==> config.mk <==
export PLATFORM = sky130hd
export DESIGN_NAME = wave_reader_flat
export DESIGN_NICKNAME = d
export VERILOG_FILES = /design/src/rtl/wave_reader_if.sv /design/src/rtl/wave_reader.sv /design/src/flat_wrapper.sv
export SDC_FILE = /design/constraint.sdc
export NUM_CORES = 1
export LEC_CHECK = 0
export CORE_UTILIZATION = 34
export CTS_CLUSTER_DIAMETER = 50
export DETAILED_ROUTE_END_ITERATION = 16
export PLACE_DENSITY = 0.66
export SYNTH_ARGS = -nofsm -noshare
export SYNTH_HDL_FRONTEND = slang
export SYNTH_SLANG_ARGS = --single-unit
==> constraint.sdc <==
create_clock -name clk -period 2.39 [get_ports clk]
set_input_delay 0.3585 -clock clk [delete_from_list [all_inputs] [get_ports clk]]
set_output_delay 0.3585 -clock clk [all_outputs]
set_load 0.01 [all_outputs]
==> src/rtl/wave_reader_if.sv <==
// rtl/wave_reader_if.sv - pixel stream from wave_reader to the display line builder
interface wave_reader_if;
    logic       px_valid;
    logic       px_ready;
    logic [9:0] px_x;
    logic [8:0] px_y;
    logic       frame_start;

    modport master (
        output px_valid,
        output px_x,
        output px_y,
        output frame_start,
        input  px_ready
    );

    modport slave (
        input  px_valid,
        input  px_x,
        input  px_y,
        input  frame_start,
        output px_ready
    );
endinterface

==> src/rtl/wave_reader.sv <==
// rtl/wave_reader.sv - sample RAM reader producing one screen pixel per column; WAVE_READER_INVERT_EN flips px_y
module wave_reader #(
    parameter int ADDR_W     = 19,
    parameter int DATA_W     = 12,
    parameter int H_PIXELS   = 640,
    parameter int RD_LATENCY = 2
) (
    input  logic              clk,
    input  logic              rst_n,
    input  logic              capture_done,
    input  logic [ADDR_W-1:0] trig_addr,
    input  logic [2:0]        time_div,
    output logic [ADDR_W-1:0] rdaddress,
    output logic              rden,
    input  logic [DATA_W-1:0] q,
    wave_reader_if.master     px,
    output logic              busy
);

    localparam int CNT_W = $clog2(RD_LATENCY + 1);

    typedef enum logic [1:0] {
        S_IDLE,
        S_READ,
        S_WAIT,
        S_OUT
    } state_t;

    state_t            state_q, state_d;
    logic [ADDR_W-1:0] addr_q, addr_d;
    logic [7:0]        step_q, step_d;
    logic [9:0]        col_q, col_d;
    logic [CNT_W-1:0]  cnt_q, cnt_d;
    logic [8:0]        y_q, y_d;
    logic              valid_q, valid_d;
    logic              fs_q, fs_d;
    logic              rden_q, rden_d;
    logic              busy_q, busy_d;

    logic [8:0]        sample_y;
    logic              last_col;
    logic              unused_q_lsbs;

`ifdef WAVE_READER_INVERT_EN
    assign sample_y = 9'd511 - q[DATA_W-1 -: 9];
`else
    assign sample_y = q[DATA_W-1 -: 9];
`endif

    assign unused_q_lsbs = ^q[DATA_W-10:0];
    assign last_col      = (col_q == 10'(H_PIXELS - 1));

    always_comb begin
        state_d = state_q;
        addr_d  = addr_q;
        step_d  = step_q;
        col_d   = col_q;
        cnt_d   = cnt_q;
        y_d     = y_q;
        valid_d = valid_q;
        fs_d    = fs_q;
        rden_d  = 1'b0;
        busy_d  = busy_q;

        case (state_q)
            S_IDLE: begin
                if (capture_done) begin
                    addr_d  = trig_addr;
                    step_d  = 8'd1 << time_div;
                    col_d   = '0;
                    rden_d  = 1'b1;
                    busy_d  = 1'b1;
                    state_d = S_READ;
                end
            end
            S_READ: begin
                cnt_d   = CNT_W'(RD_LATENCY - 1);
                state_d = S_WAIT;
            end
            S_WAIT: begin
                // cnt reaches zero in the cycle q carries the fetched sample
                if (cnt_q == '0) begin
                    y_d     = sample_y;
                    valid_d = 1'b1;
                    fs_d    = (col_q == '0);
                    state_d = S_OUT;
                end else begin
                    cnt_d = cnt_q - CNT_W'(1);
                end
            end
            S_OUT: begin
                if (px.px_ready) begin
                    valid_d = 1'b0;
                    fs_d    = 1'b0;
                    if (last_col) begin
                        busy_d  = 1'b0;
                        state_d = S_IDLE;
                    end else begin
                        col_d   = col_q + 10'd1;
                        addr_d  = addr_q + ADDR_W'(step_q);
                        rden_d  = 1'b1;
                        state_d = S_READ;
                    end
                end
            end
            default: begin
                state_d = S_IDLE;
            end
        endcase
    end

    always_ff @(posedge clk or negedge rst_n) begin
        if (!rst_n) begin
            state_q <= S_IDLE;
            addr_q  <= '0;
            step_q  <= '0;
            col_q   <= '0;
            cnt_q   <= '0;
            y_q     <= '0;
            valid_q <= 1'b0;
            fs_q    <= 1'b0;
            rden_q  <= 1'b0;
            busy_q  <= 1'b0;
        end else begin
            state_q <= state_d;
            addr_q  <= addr_d;
            step_q  <= step_d;
            col_q   <= col_d;
            cnt_q   <= cnt_d;
            y_q     <= y_d;
            valid_q <= valid_d;
            fs_q    <= fs_d;
            rden_q  <= rden_d;
            busy_q  <= busy_d;
        end
    end

    assign rdaddress      = addr_q;
    assign rden           = rden_q;
    assign busy           = busy_q;
    assign px.px_valid    = valid_q;
    assign px.px_x        = col_q;
    assign px.px_y        = y_q;
    assign px.frame_start = fs_q;

endmodule

==> src/flat_wrapper.sv <==
// flat-port wrapper written by rule: the top's interface ports become plain ports
module wave_reader_flat 
#(
    parameter int ADDR_W     = 19,
    parameter int DATA_W     = 12,
    parameter int H_PIXELS   = 640,
    parameter int RD_LATENCY = 2
)
  (clk, rst_n, capture_done, trig_addr, time_div, rdaddress, rden, q, busy, px_px_valid, px_px_x, px_px_y, px_frame_start, px_px_ready);
  wave_reader_if px_i ();
  input  logic clk;
  input  logic rst_n;
  input  logic capture_done;
  input  logic [ADDR_W-1:0] trig_addr;
  input  logic [2:0] time_div;
  output logic [ADDR_W-1:0] rdaddress;
  output logic rden;
  input  logic [DATA_W-1:0] q;
  output logic busy;
  output wire logic [$bits(px_i.px_valid)-1:0] px_px_valid;
  output wire logic [$bits(px_i.px_x)-1:0] px_px_x;
  output wire logic [$bits(px_i.px_y)-1:0] px_px_y;
  output wire logic [$bits(px_i.frame_start)-1:0] px_frame_start;
  input wire logic [$bits(px_i.px_ready)-1:0] px_px_ready;
  assign px_px_valid = px_i.px_valid;
  assign px_px_x = px_i.px_x;
  assign px_px_y = px_i.px_y;
  assign px_frame_start = px_i.frame_start;
  assign px_i.px_ready = px_px_ready;
  wave_reader #(.ADDR_W(ADDR_W), .DATA_W(DATA_W), .H_PIXELS(H_PIXELS), .RD_LATENCY(RD_LATENCY)) u_core (.clk(clk), .rst_n(rst_n), .capture_done(capture_done), .trig_addr(trig_addr), .time_div(time_div), .rdaddress(rdaddress), .rden(rden), .q(q), .px(px_i), .busy(busy));
endmodule
==> out/metrics.cfg <==
[outcome]
outcome=finished with violations
violations=DRC

[route]
ant_nets=0
top_layer_used=met4
totalWireLength_microns=7580
vias=2786
dr_wl_met2_microns=3690
drt-met1-wl_microns=3440
drc=6
first_iter_violations=119
wl_per_cell_microns=14.6
dr.pass1.iters=10
routed_via_density=5.37
wl_met3_microns=381

[synthesis]
ys_seq_area_frac=0.429
avgSynthCellArea_sq_um=9.63
ys_seq_elements=54
synth_nets=381
synthCells=327
synthTopCellsByArea=dfrtp_1, ha_1, nand2_1
synth_top_cell_by_area=dfrtp_1
yosysTopAreaCellShare=0.429
ys_types=57
yosysWarnings=0
async_flop_share=1.00
synthFlopType=dfrtp_1
synth_edf_count=0
syn_area_sq_mm=0.00315

[min_path]
hold_class=input port to async pin

[clocking]
cts_buffers=5
cts_max_level=2
cts_tree=built
clk_pin_slew_ns=0.10
cts.sinks=54
clockBufferDepth=2
ctsHoldBuffers=0
clk_latency_ns=0.31
cts_root_buf=clkbuf_8

[worst_setup_path]
reg2reg_depth=8
required_ns=2.59
critical_path_arrival_ns=2.40
start_kind=flop
cp_max_fo=7
crit_end=u_core.rdaddress[8]
end_kind=flop
critPathLaunch=u_core.rdaddress[0]
reg2reg_from=u_core.rdaddress[0]
r2r_slack_ns=0.20
critPathKind=flop to flop
r2r-end=u_core.rdaddress[8]

[layout]
num_antenna_cells=0
num-nets-final=464
layout-drive-gt1-share=0.107
area.growth.synth_to_final_pct=32.3
regArea_sq_mm=0.00135
multiInputGateArea_sq_mm=0.00164
fillers=870

[sta]
finalClockSkew_ns=0.00631
max_slew.worst_pin.slew_ns=0.515
period_needed_ns=2.19
setup_tns_ns=0
hold-worst-slack_ns=0.0263
slew_headroom=0.656
rsz0062_at_grt=false
fmax_mhz=456
final-max-slew-violation-count=0
hold_viol=0
finalCritPeriodShare=0.917
setup_viol=0

[die]
die_x_microns=98.2
row_count=34
coreArea_sq_mm=0.00885
start_util=0.356
ios=80
dieHeight_microns=98.2
die-area_sq_mm=0.00965

[power]
cellLeakagePower_nw=1.76
ir_worst_vdd_mv=0.568
powerDensity_mw_per_mm2=1230

[grt]
antenna_found_initial=0
grt_usage=0.166
grt_overflow=0
grt_pass1_vias=2747
grt_max_degree=55
grt_first_pass_wirelength_microns=13000

[job]
cap_viol_max_count=0

[placement]
buffer_ports.inserted=76
gp_congestion=0.853
hpwlAfterDp_microns=5650

-- cells in the final DEF, fill, tap and decap left out, types with 3 or more instances in the layout --
master,netlist,final
clkdlybuf4s50_1,0,75
dfrtp_1,54,54
nand2_1,40,40
nor2_1,24,24
inv_1,17,17
o21ai_0,18,17
a21oi_1,16,16
ha_1,15,15
buf_4,2,15
nor3_1,13,13
nand3_1,12,12
o211ai_1,9,9
mux2_2,9,9
xor2_1,8,8
o22ai_1,6,6
mux2i_1,6,6
o31ai_1,5,5
clkbuf_8,0,5
and3_1,4,4
a22o_1,4,4
a211oi_1,4,4
nor4_1,4,4
nor2b_1,3,3
-- worst max-delay path: stages (launching register included) --
cell and delay [ns]:
dfrtp_1 0.38, ha_1 0.17, inv_1 0.06, fa_1 0.37
nor2b_1 0.20, o31a_1 0.22, a41o_1 0.36, a31oi_1 0.13
o22a_1 0.20
-- per-layer routing --
layer,global-route usage,vias to the layer above
met4,0.0436,0
li1,-,1360
met2,0.280,75
met5,0,-
met3,0.0322,6
met1,0.219,1345
-- Yosys cell counts (3+ instances only) --
library cell / number
a211oi_1: 4
a21oi_1: 16
a22o_1: 4
and3_1: 4
buf_2: 5
buf_6: 4
clkbuf_1: 4
dfrtp_1: 54
ha_1: 15
inv_1: 17
mux2_2: 9
mux2i_1: 6
nand2_1: 40
nand3_1: 12
nor2_1: 24
nor2b_1: 3
nor3_1: 13
nor4_1: 4
o211ai_1: 9
o21ai_0: 18
o22ai_1: 6
o31ai_1: 5
xor2_1: 8
-- per-stage QoR --
stage                     utilization  setup slack, ns  area (sq um)  cells  power (mW)
after global routing            0.471           0.0559          4170    519        5.57
final                           0.471            0.198          4170    519        5.13
after CTS                       0.470            0.181          4160    519        5.18
after global placement          0.460            0.186          4070    511        4.54
after detailed placement        0.460            0.136          4070    511        4.63
after floorplan                     -            0.363          3150    327        3.48
-- state kept, by name, indices dropped and copies added (netlist names), 2 cells and up --
| name | count |
|---|---|
| u_core.rdaddress | 19 |
| u_core.px.px_x | 10 |
| u_core.cnt_q | 2 |
| u_core.state_q | 2 |
| u_core.px.px_y | 9 |
| u_core.step_q | 8 |
-- final cells by class --
| class | count | share of cell area |
|---|---|---|
| well taps | 108 | 0.0324 |
| inverters | 17 | 0.0153 |
| repair buffers | 92 | 0.213 |
| multi-input cells | 240 | 0.393 |
| flip-flops and latches | 54 | 0.324 |
| clock inverters | 3 | 0.00511 |
| clock buffers | 5 | 0.0165 |
-- how the worst min path moves through the flow --
stage	start	endpoint	slack, ns	cells after the start
final	rst_n	u_core.px.px_y[1]	0.03	2
after global routing	rst_n	u_core.px.px_y[3]	0.05	2
after CTS	rst_n	u_core.px.px_y[5]	0.04	2
after detailed placement	rst_n	u_core.px.px_y[5]	0.39	2
after global placement	rst_n	u_core.px.px_y[3]	0.38	2
after floorplan	rst_n	u_core.busy	0.06	0
-- cell families (layout without fill, tap and decap cells) --
kind of cell,after synthesis,count (layout),synth area share
AO/OA/AOI/OAI,90,90,0.208
XOR/XNOR,8,8,0.0222
adder cells (fa/ha/maj),16,16,0.0660
buffers and inverters,33,117,0.0536
flip-flops,54,54,0.429
multiplexers,15,15,0.0513
AND/OR/NAND/NOR,111,111,0.170
-- timing repair --
item                       in CTS  in global routing
gates resized for setup         0                  2
buffers inserted                0                  0
setup endpoints to repair       0                  3
-- power breakdown --
group / internal [mW] / switching (mW)
Sequential: 1.29 / 0.336
Clock: 0.207 / 0.314
Combinational: 1.45 / 1.53
Power figures use the tool's default switching activity.
==> RTL change: new RTL, same settings <==
`ADDR_W` is set to 19 in 2 places; all go to 21.
--- a/src/rtl/wave_reader.sv
+++ b/src/rtl/wave_reader.sv
@@ -1,5 +1,5 @@
 // rtl/wave_reader.sv - sample RAM reader producing one screen pixel per column; WAVE_READER_INVERT_EN flips px_y
 module wave_reader #(
-    parameter int ADDR_W     = 19,
+    parameter int ADDR_W     = 21,
     parameter int DATA_W     = 12,
     parameter int H_PIXELS   = 640,
--- a/src/flat_wrapper.sv
+++ b/src/flat_wrapper.sv
@@ -2,5 +2,5 @@
 module wave_reader_flat 
 #(
-    parameter int ADDR_W     = 19,
+    parameter int ADDR_W     = 21,
     parameter int DATA_W     = 12,
     parameter int H_PIXELS   = 640,
Ports: changed (resized rdaddress and trig_addr); port bits go from 80 to 84. The function was not compared with the original's and may differ.
==> RTL change against the original RTL <==
  * Synthesized cell count is 1.2% lower
  * Highest routed layer unchanged
  * Cell area is 3.1% higher
  * Combinational power is 4% higher
  * Sequential cell count is 2 higher
  * Power is 4.2% higher
  * Worst setup slack worse by 0.047 ns
  * Wire length is 7.8% higher
  * Synthesized area is 0.79% higher
==> RTL change: results (changes against the original RTL) <==
* Fraction of layout cells with a size suffix above 1 at 11.54% (+0.83 points)
* Final #Nets at 471 (+1.5%)
* Worst r2r path cells at 9 (+1)
* DP Cell Count at 515 (+0.78%)
* Drt pass-1 iters at 4 (-6)
* Synth Area in Adders at 6.543% (-0.052 points)
* Syn_area_per_cell at 9.828 um^2 (+2.0%)
* Crit-path max FO at 3 (-4)
* Pleak at 1.828 nW (+4.1%)
* Max FFs per register at 21 (+2)
* HPWL Detailed at 5959 um (+5.4%)
* Resized Gates After CTS at 3 (+3)
* Average wire per standard cell at 15.60 um (+6.8%)
* Wl on met1 at 3913 um (+14%)
* Worst reg2reg startpoint: u_core.step_q[0]
* Seq/Total Area, Yosys at 44.15% (+1.2 points)
* IO buf count at 80 (+5.3%)
* Drt initial violations at 109 (-8.4%)
* Int Power at 3.091 mW (+4.8%)
* Reg-to-reg slack, setup at 0.15 ns (-0.05 ns)
* Final Cycle Share at 93.66% (+2.0 points)
* Routing usage on met1 at 25.10% (+3.2 points)
* Worst Path Arrival at 2.45 ns (+0.05 ns)
* Pin count of the biggest net entering global routing at 33 (-40%)
* Worst IR drop on VDD at 0.0005271 V (-7.3%)
* Largest stage delay, worst path at 0.41 ns (+0.03 ns)
* Placed inst area at 0.004164 mm^2 (+2.4%)
* Synth Area in Compound Gates at 19.59% (-1.2 points)
* Power in the clock group at 0.543 mW (+4.4%)
* Met3 wire len at 273 um (-28%)
* Met3 Use GR at 2.766% (-0.46 points)
* Met2 Track Usage GR at 29.09% (+1.1 points)
* Fillers at 849 (-2.4%)
* Pre-CTS setup slack at -0.01970 ns (-0.1556 ns)
* CP Launch Point: u_core.step_q[0]
* Global-route wire length before repair at 14020 um (+8.2%)
* Post-synthesis mux area share at 4.769% (-0.36 points)
* Worst setup path endpoint: u_core.rdaddress[10]
* Worst Skew at 0.005960 ns (-0.0003473 ns)
* Max_slew headroom at 59.39% (-6.2 points)
* GRT Util Overall at 17.87% (+1.3 points)
* Average via count per standard cell at 5.273 (-1.8%)
* Vias in the first global route at 2756 (+0.33%)
* Total power draw at 5.349 mW (+4.2%)
* Main area contributors after synthesis: dfrtp_1 (44%), ha_1 (5.9%), nand2_1 (3.8%), o21ai_0 (3.5%), mux2_2 (3.2%)
* Syn Nets at 379 (-0.52%)
* Synth unique cells at 55 (-3.5%)
* Synth Area in XOR/XNOR at 3.863% (+1.6 points)
* WL met2 at 3903 um (+5.7%)
* Status: finished clean
* Critical path's top delay family: simple AND/OR/NAND/NOR gates
* Routed wire length at 8172 um (+7.8%)
* Hold_ws at 0.04821 ns (+0.02190 ns)
* GPL Wtd Cong at 0.8612 (+1.0%)
==> RTL change: cell count changes after synthesis, moves of 4 or more <==
cell      unedited run  this run
and2_1               0         4
nand2_1             40        32
o211ai_1             9         4
nor3_1              13         5
xnor2_1              0         4
o21ai_0             18        22
nand4_1              1         7
==> RTL change: area by class of cell <==
cell class / count / area (um^2) / area share, %
Multi-Input combinational cell: 241 / 1683 / 39.19
Sequential cell: 56 / 1401 / 32.63
Timing Repair Buffer: 96 / 928.4 / 21.62
Tap cell: 108 / 135.1 / 3.147
Clock buffer: 8 / 90.09 / 2.098
Inverter: 15 / 56.30 / 1.311
==> RTL change: kinds of logic after synthesis <==
family,after synthesis
AND/OR/NAND/NOR,109
AO/OA/AOI/OAI,88
multiplexers,14
buffers and inverters,26
flip-flops,56
XOR/XNOR,14
adder cells (fa/ha/maj),16
